--- src/rtl/serial_frame_rx.sv ---
// Serial line deframer: start / LSB-first data / optional even parity / stop, delivering each
// good word through a one-entry valid/ready buffer with sticky error flags and a frame counter.
module serial_frame_rx #(
   parameter int WIDTH       = 8,
   parameter int PARITY_EN   = 1,
   parameter int COUNT_WIDTH = 16
) (
   input  logic                   CLK,
   input  logic                   RESET,
   input  logic                   I,
   output logic [WIDTH-1:0]       O_data,
   output logic                   O_valid,
   input  logic                   O_ready,
   output logic                   parity_err,
   output logic                   frame_err,
   output logic                   overrun,
   input  logic                   clear_err,
   output logic [COUNT_WIDTH-1:0] frame_count,
   output logic [2:0]             dbg_state
);

   localparam int IW = $clog2(WIDTH + 1);
   localparam logic [IW-1:0] LAST_IDX = IW'(WIDTH - 1);

   typedef enum logic [2:0] {
      ST_RESYNC = 3'd0,
      ST_IDLE   = 3'd1,
      ST_DATA   = 3'd2,
      ST_PARITY = 3'd3,
      ST_STOP   = 3'd4
   } state_t;

   // Handshake: a word moves to the consumer in any cycle where O_valid and O_ready are both 1;
   // O_valid never falls without such a transfer and O_data is frozen while O_valid is held.

   state_t                  r_state;
   state_t                  w_state_nxt;
   logic [WIDTH-1:0]        r_shift;
   logic [IW-1:0]           r_bit_idx;
   logic                    r_par_bad;
   logic [WIDTH-1:0]        r_data;
   logic                    r_valid;
   logic                    r_par_err;
   logic                    r_frm_err;
   logic                    r_ovr;
   logic [COUNT_WIDTH-1:0]  r_count;

   logic w_take;
   logic w_free;
   logic w_good;
   logic w_load;
   logic w_ovr_set;
   logic w_frm_set;
   logic w_par_set;

   always_ff @(posedge CLK) begin
      if (RESET) r_state <= ST_RESYNC;
      else       r_state <= w_state_nxt;
   end

   always_comb begin
      w_state_nxt = r_state;
      case (r_state)
         ST_RESYNC: if (I)  w_state_nxt = ST_IDLE;
         ST_IDLE:   if (!I) w_state_nxt = ST_DATA;
         ST_DATA:   if (r_bit_idx == LAST_IDX)
                       w_state_nxt = (PARITY_EN != 0) ? ST_PARITY : ST_STOP;
         ST_PARITY: w_state_nxt = ST_STOP;
         ST_STOP:   w_state_nxt = I ? ST_IDLE : ST_RESYNC;
         default:   w_state_nxt = ST_RESYNC;
      endcase
   end

   always_comb begin
      w_take    = r_valid & O_ready;
      w_free    = ~r_valid | w_take;
      w_good    = (r_state == ST_STOP) & I & ~r_par_bad;
      w_load    = w_good & w_free;
      w_ovr_set = w_good & ~w_free;
      w_frm_set = (r_state == ST_STOP) & ~I;
      w_par_set = (r_state == ST_STOP) & I & r_par_bad;
   end

   always_ff @(posedge CLK) begin
      if (RESET) begin
         r_shift   <= '0;
         r_bit_idx <= '0;
         r_par_bad <= 1'b0;
         r_data    <= '0;
         r_valid   <= 1'b0;
         r_par_err <= 1'b0;
         r_frm_err <= 1'b0;
         r_ovr     <= 1'b0;
         r_count   <= '0;
      end else begin
         case (r_state)
            ST_IDLE: if (!I) begin
               r_shift   <= '0;
               r_bit_idx <= '0;
               r_par_bad <= 1'b0;
            end
            ST_DATA: begin
               r_shift[r_bit_idx] <= I;
               r_bit_idx          <= r_bit_idx + IW'(1);
            end
            ST_PARITY: r_par_bad <= I ^ (^r_shift);
            default: ;
         endcase
         if (w_load) begin
            r_data  <= r_shift;
            r_count <= r_count + COUNT_WIDTH'(1);
         end
         r_valid   <= w_load | (r_valid & ~w_take);
         // A new error in the same cycle as clear_err keeps the flag set.
         r_par_err <= w_par_set | (r_par_err & ~clear_err);
         r_frm_err <= w_frm_set | (r_frm_err & ~clear_err);
         r_ovr     <= w_ovr_set | (r_ovr & ~clear_err);
      end
   end

   assign O_data      = r_data;
   assign O_valid     = r_valid;
   assign parity_err  = r_par_err;
   assign frame_err   = r_frm_err;
   assign overrun     = r_ovr;
   assign frame_count = r_count;
   assign dbg_state   = r_state;

endmodule

--- config.mk ---
export PLATFORM = sky130hd
export DESIGN_NAME = serial_frame_rx
export DESIGN_NICKNAME = d
export VERILOG_FILES = /design/src/rtl/serial_frame_rx.sv
export SDC_FILE = /design/constraint.sdc
export NUM_CORES = 1
export LEC_CHECK = 0
export ABC_AREA = 1
export BUFFER_PORTS_ARGS = -buffer_cell sky130_fd_sc_hd__buf_2
export CAP_MARGIN = 5
export CORE_ASPECT_RATIO = 1.4
export CORE_MARGIN = 5
export CORE_UTILIZATION = 37
export DETAILED_ROUTE_END_ITERATION = 10
export PLACE_DENSITY = 0.56
export SLEW_MARGIN = 20
export SYNTH_ARGS = -nofsm -noshare
export SYNTH_HDL_FRONTEND = slang
export SYNTH_SLANG_ARGS = --single-unit
--- constraint.sdc ---
create_clock -name CLK -period 1.5 [get_ports CLK]
set_input_delay 0.075 -clock CLK [delete_from_list [all_inputs] [get_ports CLK]]
set_output_delay 0.075 -clock CLK [all_outputs]
set_load 0.02 [all_outputs]
==> results of run 1 <==
==> routing by layer <==
layer | part of all wire [%] | GRT usage, %
met3 | 4.3 | 3.41
met2 | 50 | 24.6
met1 | 44 | 14.6
met5 | 0 | 0
met4 | 1.3 | 4.98
==> registers in the layout (all words and copies together) (netlist names) <==
signal,flops
frame_count,16
O_data,8
r_shift,8
r_bit_idx,4
dbg_state,3
O_valid,1
frame_err,1
overrun,1
parity_err,1
r_par_bad,1
==> area by class of cell <==
type                    instances  share of cell area, %
repair buffers                 47                   9.89
clock inverters                 2                   1.31
clock buffers                   6                   2.71
multi-input cells             237                   43.8
inverters                      43                   6.02
flip-flops and latches         44                   33.0
well taps                      70                   3.27
==> tightest hold or removal path: cells and delay by family <==
kind / cells / cell delay [ps]
buffers and inverters: 2 / 120
and+or+nand+nor: 1 / 50
AOI/OAI and AO/OA: 1 / 50
==> per-stage QoR <==
step | std cells | utilization, % | hold slack [ps] | setup WS [ps] | cell area [um2]
final | 449 | 45.4 | 57.8 | 127 | 2680
after global routing | 449 | 45.4 | 73.3 | 3.52 | 2680
after CTS | 447 | 45.0 | 50.8 | 62.1 | 2660
after detailed placement | 439 | 43.1 | 369 | 13.5 | 2540
after global placement | 439 | 43.1 | 367 | 73.5 | 2540
after floorplan | 333 | - | 262 | 85.3 | 2270
==> cell usage in the layout (no fill, tap or decap), types with 7 or more instances in the layout <==
master | netlist | layout
nand2_1 | 91 | 91
dfxtp_1 | 44 | 40
inv_1 | 40 | 40
buf_2 | 2 | 35
nor2_1 | 35 | 32
a21oi_1 | 32 | 32
o21ai_0 | 19 | 19
nand3_1 | 16 | 16
buf_4 | 3 | 12
nor3_1 | 8 | 8
o21ai_1 | 7 | 7
==> cell families after synthesis <==
family                     Yosys count  share of synthesized area [%]
AOI/OAI and AO/OA                   64                           14.9
and+or+nand+nor                    165                           32.9
xor gates and xnor gates             4                           1.55
DFF                                 44                           38.9
buffers and inverters               53                           10.1
adders and majority gates            3                           1.66
==> worst max-delay path by stage <==
stage / from / end / slack, ps / depth (start not counted)
floorplan: frame_count[0]$_SDFFE_PP0P_ / frame_count[8]$_SDFFE_PP0P_ / 90 / 7
global placement: frame_count[1]$_SDFFE_PP0P_ / frame_count[8]$_SDFFE_PP0P_ / 70 / 7
detailed placement: frame_count[1]$_SDFFE_PP0P_ / frame_count[10]$_SDFFE_PP0P_ / 10 / 9
CTS: dbg_state[0]$_SDFFE_PP0P_ / O_data[6]$_SDFFE_PP0P_ / 60 / 6
global route: frame_count[1]$_SDFFE_PP0P_ / frame_count[14]$_SDFFE_PP0P_ / 4 / 9
finish: frame_count[1]$_SDFFE_PP0P_ / frame_count[14]$_SDFFE_PP0P_ / 130 / 9
==> power by group <==
part           total [mW]  internal [mW]  switching [mW]
clock network       0.900          0.495           0.405
logic               0.177         0.0598           0.117
registers            1.19           1.18          0.0130
==> cells in the mapped netlist <==
cell	number
nand2_1	91
dfxtp_1	44
inv_1	40
nor2_1	35
a21oi_1	32
o21ai_0	19
nand3_1	16
nor3_1	8
o21ai_1	7
nor2_4	4
buf_4	3
ha_1	3
inv_2	3
xnor2_1	3
and3_1	2
buf_2	2
buf_6	2
clkbuf_1	2
nand4_1	2
a22oi_1	1
buf_1	1
nand2_4	1
nand3b_1	1
nand4_4	1
nor2_2	1
nor2_8	1
nor3_2	1
o21ai_2	1
o21bai_1	1
o221ai_1	1
o22ai_1	1
o31ai_1	1
or2_2	1
xor2_1	1
==> what timing repair did <==
item	in CTS	in global routing
endpoints found under the setup margin	1	21
gates cloned	0	1
setup buffers	0	1
resized for setup	1	5
==> results.md, run 1 <==
- CTS Buffer Depth: 2
- Sequential share of the synthesized area: 38.9%
- RSZ-0062 raised after global routing: false
- # DRC: 0
- GRT overflow: 0
- Multi-input logic area: 0.00117 mm2
- Largest net degree at the start of global routing: 27
- Fin crit share: 91.5%
- Share of layout cells above drive strength 1: 20.1%
- DIE WIDTH: 76.1 um
- Post-synth top area share: 38.9%
- TritonRoute pass-1 iters: 4
- Start of the worst register-to-register path: frame_count[1]$_SDFFE_PP0P_
- Worst Hold Class: in2reg
- Initial drt markers: 112
- H-tree lvl count: 2
- Routed WL: 5.26 mm
- Max-slew violations: 0
- Via count: 2182
- Sequential cell area: 886 um2
- Core area: 0.00590 mm2
- Yosys top cell by area: dfxtp_1
- Num ports: 36
- Maximum capacitance violations: 0
- Final number of hold-violating endpoints: 0
- Die Ht: 103 um
- Post-DRT Antenna Nets: 0
- P_leak: 1.15 nW
- CP Cell Sequence: ha_1 > nand2_1 > nor3_1 > buf_4 > nand3_1 > nand2_1 > nand2_1 > nand2_1 > a21oi_1
- CP delay by family, top: simple AND/OR/NAND/NOR gates
- Tmin final: 1370 ps
- Num rows: 33
- Synth Instances: 333
- Gpl congestion: 0.834
- Skew-Pair Late Insertion Delay: 290 ps
- Slew @ Worst Pin: 300 ps
- Initial Utilization: 38.3%
- Initial antenna violation count: 0
- Critical path endpoint category: register
- Gr usage total: 13.3%
- Clock skew: 6.20 ps
- CP dominant cell by count: nand2_1
- Buffers and inverters on the worst path: 1
- Status: complete, no violations
- WS Path Type: reg2reg
- DP Wirelength: 3.86 mm
- CTS Buf Count: 5
- Hold path cells: 4
- R2R depth: 9
- CTS Root Buffer Type: clkbuf_8
- Vias in the first global route: 1998
- Mapped cell area: 0.00226 mm2
- Worst-path clk slew: 90 ps
- Max incr delay on CP: 370 ps
- R2R Setup Slk: 130 ps
- Pwr Total: 2.27 mW
- Syn_nets: 341
- First-pass GRT wire length: 8.61 mm
- Worst VDD drop: 0.000400 V
- Layout Area Growth over Synthesis: 18.5%
- Inserted Diodes: 0
- WP data required: 1680 ps
- CTS tree: done
- Port bufs: 35
- Die area: 0.00780 mm2
- Setup TNS: 0 ps
- DR WL/cell: 11.7 um
- Fmax: 728 MHz
- Final-layout fill cell count: 644
- Final net count: 386
- Finish-stage setup viols: 0
- PD cells: 846 mW/mm2
- Slew headroom: 80.0%
- CP startpoint kind: register
- Library cells used by synthesis: 34
- CP max stage cell: dfxtp_2
- Synth warn: 0
- Hold wc startpoint: clear_err
- FF+latch count, synth: 44
- Clk sinks: 44
- Vias/cell: 4.86
- Worst reg2reg path endpoint: frame_count[14]$_SDFFE_PP0P_
- Worst endpoint data arrival time: 1550 ps
- Post-Syn Area per Cell: 6.80 um2
- CP max FO: 5
- Ranking of synthesized cells by area: dfxtp_1 39%, nand2_1 15%, a21oi_1 7.1%, inv_1 6.6%, nor2_1 5.8%
- Cts hold-fix bufs: 0
- End of the worst hold path: frame_err$_SDFF_PP0_
Power figures use the tool's default switching activity.
==> inputs of run 2 (changes only) <==
--- a/config.mk
+++ b/config.mk
@@ -8,12 +8,11 @@
 export ABC_AREA = 1
 export BUFFER_PORTS_ARGS = -buffer_cell sky130_fd_sc_hd__buf_2
 export CAP_MARGIN = 5
-export CORE_ASPECT_RATIO = 1.4
 export CORE_MARGIN = 5
 export CORE_UTILIZATION = 37
 export DETAILED_ROUTE_END_ITERATION = 10
 export PLACE_DENSITY = 0.56
-export SLEW_MARGIN = 20
+export SLEW_MARGIN = 5
 export SYNTH_ARGS = -nofsm -noshare
 export SYNTH_HDL_FRONTEND = slang
 export SYNTH_SLANG_ARGS = --single-unit
==> run 2 against run 1 <==
Against the previous run:
- clock power increased by 1%
- worst hold slack improved by 16 ps
- setup slack improved by 32 ps
- fmax increased by 2.4%
- sequential cell count unchanged
- critical path depth unchanged
- design area increased by 0.84%
- clock-buffer cell count decreased by 1
- global-route usage increased by 0.94 points
- cell count increased by 1.1%
- critical path type unchanged
- highest routed layer unchanged
==> results.md, run 2 (synthesized netlist as in run 1, its figures left out) <==
- Status: complete, no violations
- Gr usage total: 14.2%
- R2R Setup Slk: 160 ps
- First-pass GRT wire length: 8.98 mm
- Setup TNS: 0 ps
- GRT overflow: 0
- H-tree lvl count: 2
- Maximum capacitance violations: 0
- Port bufs: 35
- Num rows: 28
- Die area: 0.00778 mm2
- CTS tree: done
- WP data required: 1670 ps
- Layout Area Growth over Synthesis: 19.5%
- Final number of hold-violating endpoints: 0
- CTS Root Buffer Type: clkbuf_8
- Slew @ Worst Pin: 307 ps
- Cell Count, Final, Fillers Out: 454
- Worst reg2reg path endpoint: frame_count[14]$_SDFFE_PP0P_
- Post-CTS Setup Bufs: 0
- Start of the worst register-to-register path: frame_count[1]$_SDFFE_PP0P_
- CTS Buf Count: 5
- Most frequent cells in the layout: 91 x nand2_1, 40 x inv_1, 39 x dfxtp_1, 35 x buf_2, 33 x nor2_1
- CP dominant cell by count: nand2_1
- Clock skew: 8.18 ps
- # DRC: 0
- PD cells: 844 mW/mm2
- Skew-Pair Late Insertion Delay: 290 ps
- Tmin final: 1340 ps
- CP max stage cell: dfxtp_2
- CP Cell Sequence: ha_1 > nand2_1 > nor3_1 > buf_4 > nand3_1 > nand2_1 > nand2_1 > nand2_1 > a21oi_1
- TritonRoute pass-1 iters: 4
- CP startpoint kind: register
- Initial Utilization: 38.2%
- Finish-stage setup viols: 0
- Hold path cells: 4
- Initial antenna violation count: 0
- DP Wirelength: 3.83 mm
- Max incr delay on CP: 380 ps
- Clk sinks: 44
- Slew headroom: 79.4%
- Commonest non-fill, non-tap cell in the layout: nand2_1
- CP max FO: 5
- Routed WL: 5.15 mm
- CTS Buffer Depth: 2
- Initial drt markers: 98
- Core area: 0.00592 mm2
- Fmax: 746 MHz
- Max-slew violations: 0
- Gpl congestion: 0.767
- DIE WIDTH: 88.2 um
- Num ports: 36
- Max FFs per register: 16
- Placed Cells: 446
- WS Path Type: reg2reg
- Worst Hold Class: in2reg
- Worst VDD drop: 0.000693 V
- Worst-path clk slew: 90 ps
- End of the worst hold path: frame_err$_SDFF_PP0_
- R2R depth: 9
- P_leak: 1.15 nW
- Fin crit share: 89.4%
- Share of layout cells above drive strength 1: 20.6%
- Critical path endpoint category: register
- Post-DRT Antenna Nets: 0
- Vias/cell: 4.67
- Largest net degree at the start of global routing: 27
- Hold wc startpoint: clear_err
- Vias in the first global route: 2027
- DR WL/cell: 11.3 um
- Die Ht: 88.2 um
- Via count: 2120
- RSZ-0062 raised after global routing: false
- Final core occ: 45.7%
- Inserted Diodes: 0
- Worst endpoint data arrival time: 1510 ps
- Final net count: 386
==> run 2: cell types whose count changed in the layout (fill, tap and decap cells not counted), sizes merged <==
cell / change
clkbuf: -1
clkinvlp: +1
buf: +1
nor2: -1
==> run 2: how the worst max path moves through the flow <==
stage	startpoint	end	cells past startpoint
finish	frame_count[1]$_SDFFE_PP0P_	frame_count[14]$_SDFFE_PP0P_	9
floorplan	frame_count[0]$_SDFFE_PP0P_	frame_count[8]$_SDFFE_PP0P_	7
CTS	dbg_state[0]$_SDFFE_PP0P_	r_shift[7]$_SDFFE_PP0P_	8
global placement	dbg_state[0]$_SDFFE_PP0P_	r_shift[7]$_SDFFE_PP0P_	8
detailed placement	frame_count[2]$_SDFFE_PP0P_	frame_count[13]$_SDFFE_PP0P_	7
global route	frame_count[0]$_SDFFE_PP0P_	frame_count[14]$_SDFFE_PP0P_	9
==> run 2: stage by stage <==
step	power, mW	cell area [um2]	worst slack [ps]	hold slack, ps
finish	2.28	2700	159	73.7
global placement	1.40	2580	151	370
global route	2.39	2700	14.0	87.9
detailed placement	1.40	2580	131	373
floorplan	1.35	2270	85.3	262
CTS	2.33	2690	111	64.9
==> run 2: per-layer routing <==
layer  vias up  wire length, um  global-route usage (%)
met3         2              212                    3.54
li1       1153                -                       -
met2        30             2130                    21.1
met5         -                0                       0
met4         0               18                    4.40
met1       935             2790                    20.3
==> run 2: worst max-delay path, delay by kind of cell, from the launching register on <==
| kind | cells | cell delay (ps) |
|---|---|---|
| AND/OR/NAND/NOR | 6 | 460 |
| flip-flops | 1 | 380 |
| buffers and inverters | 1 | 160 |
| adder cells (fa/ha/maj) | 1 | 190 |
| AO/OA/AOI/OAI | 1 | 50 |
==> run 2: power by group <==
group	internal [mW]	switching, mW
sequential	1.18	0.0127
clock	0.493	0.416
combinational	0.0637	0.117
==> run 2: area by class of cell <==
| class | instances | area (um2) |
|---|---|---|
| well taps | 75 | 93.8 |
| repair buffers | 48 | 285 |
| fillers | 622 | 3220 |
| clock buffers | 5 | 68.8 |
| inverters | 43 | 161 |
| clock inverters | 3 | 42.5 |
| flip-flops and latches | 44 | 887 |
| multi-input cells | 236 | 1160 |
==> run 2: what timing repair did <==
item                       4_1_cts  5_1_grt
hold endpoints to repair         0        0
gates resized for setup          0        6
hold buffers                     0        0
setup endpoints to repair        0       16
==> inputs of run 3 (changes only) <==
--- a/config.mk
+++ b/config.mk
@@ -12,6 +12,7 @@
 export CORE_UTILIZATION = 37
 export DETAILED_ROUTE_END_ITERATION = 10
 export PLACE_DENSITY = 0.56
+export REMOVE_ABC_BUFFERS = 1
 export SLEW_MARGIN = 5
 export SYNTH_ARGS = -nofsm -noshare
 export SYNTH_HDL_FRONTEND = slang
==> run 3 against run 2 <==
Against the previous run:
- sequential share of layout area barely moved
- clock power fell by 15%
- design area fell by 0.14%
- worst hold slack got worse by 7.6 ps
- sequential cell count did not move
- sequential power barely moved
- power fell by 5.6%
- die area did not move
- via count rose by 3.3%
- cell count rose by 0.44%
- first-iteration DRC count fell by 27%
- critical path type unchanged
==> results.md, run 3 (synthesized netlist as in run 1, its figures left out) <==
- Clk sinks: 44
- P_int: 1.62 mW
- Via count: 2190
- Tmin final: 1390 ps
- Placed Cells: 444
- Final net count: 388
- Clock skew: 2.99 ps
- PD cells: 798 mW/mm2
- Initial antenna violation count: 0
- DIE WIDTH: 88.2 um
- CP max FO: 5
- Maximum capacitance violations: 0
- CP startpoint kind: register
- Core area: 0.00592 mm2
- Worst-path clk slew: 80 ps
- Inserted Diodes: 0
- CTS Buf Count: 5
- P_leak: 1.15 nW
- Worst VDD drop: 0.000309 V
- Setup TNS: 0 ps
- H-tree lvl count: 2
- Hold wc startpoint: clear_err
- Num ports: 36
- CTS Root Buffer Type: clkbuf_8
- Final worst slack: 114 ps
- Max incr delay on CP: 390 ps
- Start of the worst register-to-register path: dbg_state[0]$_SDFFE_PP0P_
- Largest net degree at the start of global routing: 27
- WP data required: 1680 ps
- Net Switching: 0.536 mW
- Finish-stage setup viols: 0
- # DRC: 0
- Combinational Power Share: 8.6%
- Final-layout fill cell count: 632
- Share of layout cells above drive strength 1: 20.7%
- Port bufs: 35
- CTS Buffer Depth: 2
- Metal2 WL: 2.56 mm
- Met3 wire len: 292 um
- First-pass GRT wire length: 8.87 mm
- Initial drt markers: 72
- WS Path Type: reg2reg
- Max-slew violations: 0
- Critical path endpoint category: register
- CP max stage cell: dfxtp_2
- Cell Count, Final, Fillers Out: 456
- Gr usage total: 14.3%
- Num rows: 28
- Final number of hold-violating endpoints: 0
- Cts hold-fix bufs: 0
- Slew @ Worst Pin: 311 ps
- Pwr Total: 2.15 mW
- Fmax: 722 MHz
- Fin crit share: 92.4%
- Clock share of power: 36.0%
- Skew-Pair Late Insertion Delay: 290 ps
- Initial Utilization: 38.2%
- GRT overflow: 0
- Vias in the first global route: 2013
- TritonRoute pass-1 iters: 5
- Max FFs per register: 16
- DR WL/cell: 11.8 um
- Commonest non-fill, non-tap cell in the layout: nand2_1
- RSZ-0062 raised after global routing: true
- Most frequent cells in the layout: 90 x nand2_1, 40 x inv_1, 39 x dfxtp_1, 35 x buf_2, 33 x nor2_1
- Gpl congestion: 0.795
- Vias/cell: 4.80
- Slew headroom: 79.3%
- CTS tree: done
- CP Cell Sequence: inv_1 > nor2_1 > nand2_2 > o21ai_4 > buf_4 > o22ai_1 > inv_1 > nor2_1
- CP startpoint: dbg_state[0]$_SDFFE_PP0P_
- Switching portion of total power: 24.9%
- Post-DRT Antenna Nets: 0
- Met1 Wirelength: 2.47 mm
- Die Ht: 88.2 um
- Worst Hold Class: in2reg
- Place WS: -13.8 ps
- DP Wirelength: 3.93 mm
- Status: complete, no violations
- Layout Area Growth over Synthesis: 19.3%
- Die area: 0.00778 mm2
- Seq pwr share: 55.4%
- Routed WL: 5.39 mm
- Worst endpoint data arrival time: 1570 ps
- DR top layer: met4
-- run 3: power by group through the flow --
stage / Sequential (mW) / Clock, mW / Combinational [mW]
after floorplan: 1.23 / 0 / 0.100
after CTS: 1.19 / 0.806 / 0.174
after detailed placement: 1.22 / 0 / 0.169
after global placement: 1.22 / 0 / 0.170
after global routing: 1.20 / 0.858 / 0.209
final: 1.19 / 0.776 / 0.185
-- run 3: area by class of cell --
| type | count | area (um2) | share of cell area, % |
|---|---|---|---|
| multi-input combinational | 238 | 1190 | 44.3 |
| sequential | 44 | 887 | 32.9 |
| timing repair buffer | 48 | 273 | 10.1 |
| inverter | 43 | 161 | 5.98 |
| tap | 75 | 93.8 | 3.48 |
| clock buffer | 8 | 90.1 | 3.34 |
-- run 3: repair_timing --
item	CTS	global route
buffers inserted	0	2
setup endpoints to repair	6	29
pin swaps	0	2
resized for setup	2	10
cloned	0	2
-- run 3: per-layer routing --
metal,up-vias,global-route usage [%]
met5,-,0
met4,0,4.26
met3,7,3.72
met2,46,24.3
met1,976,17.7
li1,1161,-
-- run 3: path summary, 6_finish.rpt --
| path | end | depth (start not counted) | slack [ps] |
|---|---|---|---|
| worst min-delay path | frame_err$_SDFF_PP0_ | 4 | 70 |
| worst max register to register | r_bit_idx[3]$_SDFFE_PP0P_ | 8 | 110 |
| worst max-delay path | r_bit_idx[3]$_SDFFE_PP0P_ | 8 | 110 |
| worst min register to register | frame_err$_SDFF_PP0_ | 2 | 470 |
-- run 3: critical path: cells and delay by family, from the launching register on --
| kind | cells | cell delay, ps |
|---|---|---|
| DFF | 1 | 390 |
| and+or+nand+nor | 3 | 340 |
| AOI/OAI and AO/OA | 2 | 280 |
| buffers and inverters | 3 | 250 |
-- run 3: per-stage QoR --
step | hold WS [ps] | cell area, um2 | utilization, %
final | 66.0 | 2700 | 45.6
after global routing | 91.0 | 2700 | 45.6
after CTS | 64.8 | 2650 | 44.7
after detailed placement | 385 | 2550 | 43.0
after global placement | 371 | 2550 | 43.0
after floorplan | 144 | 2200 | -
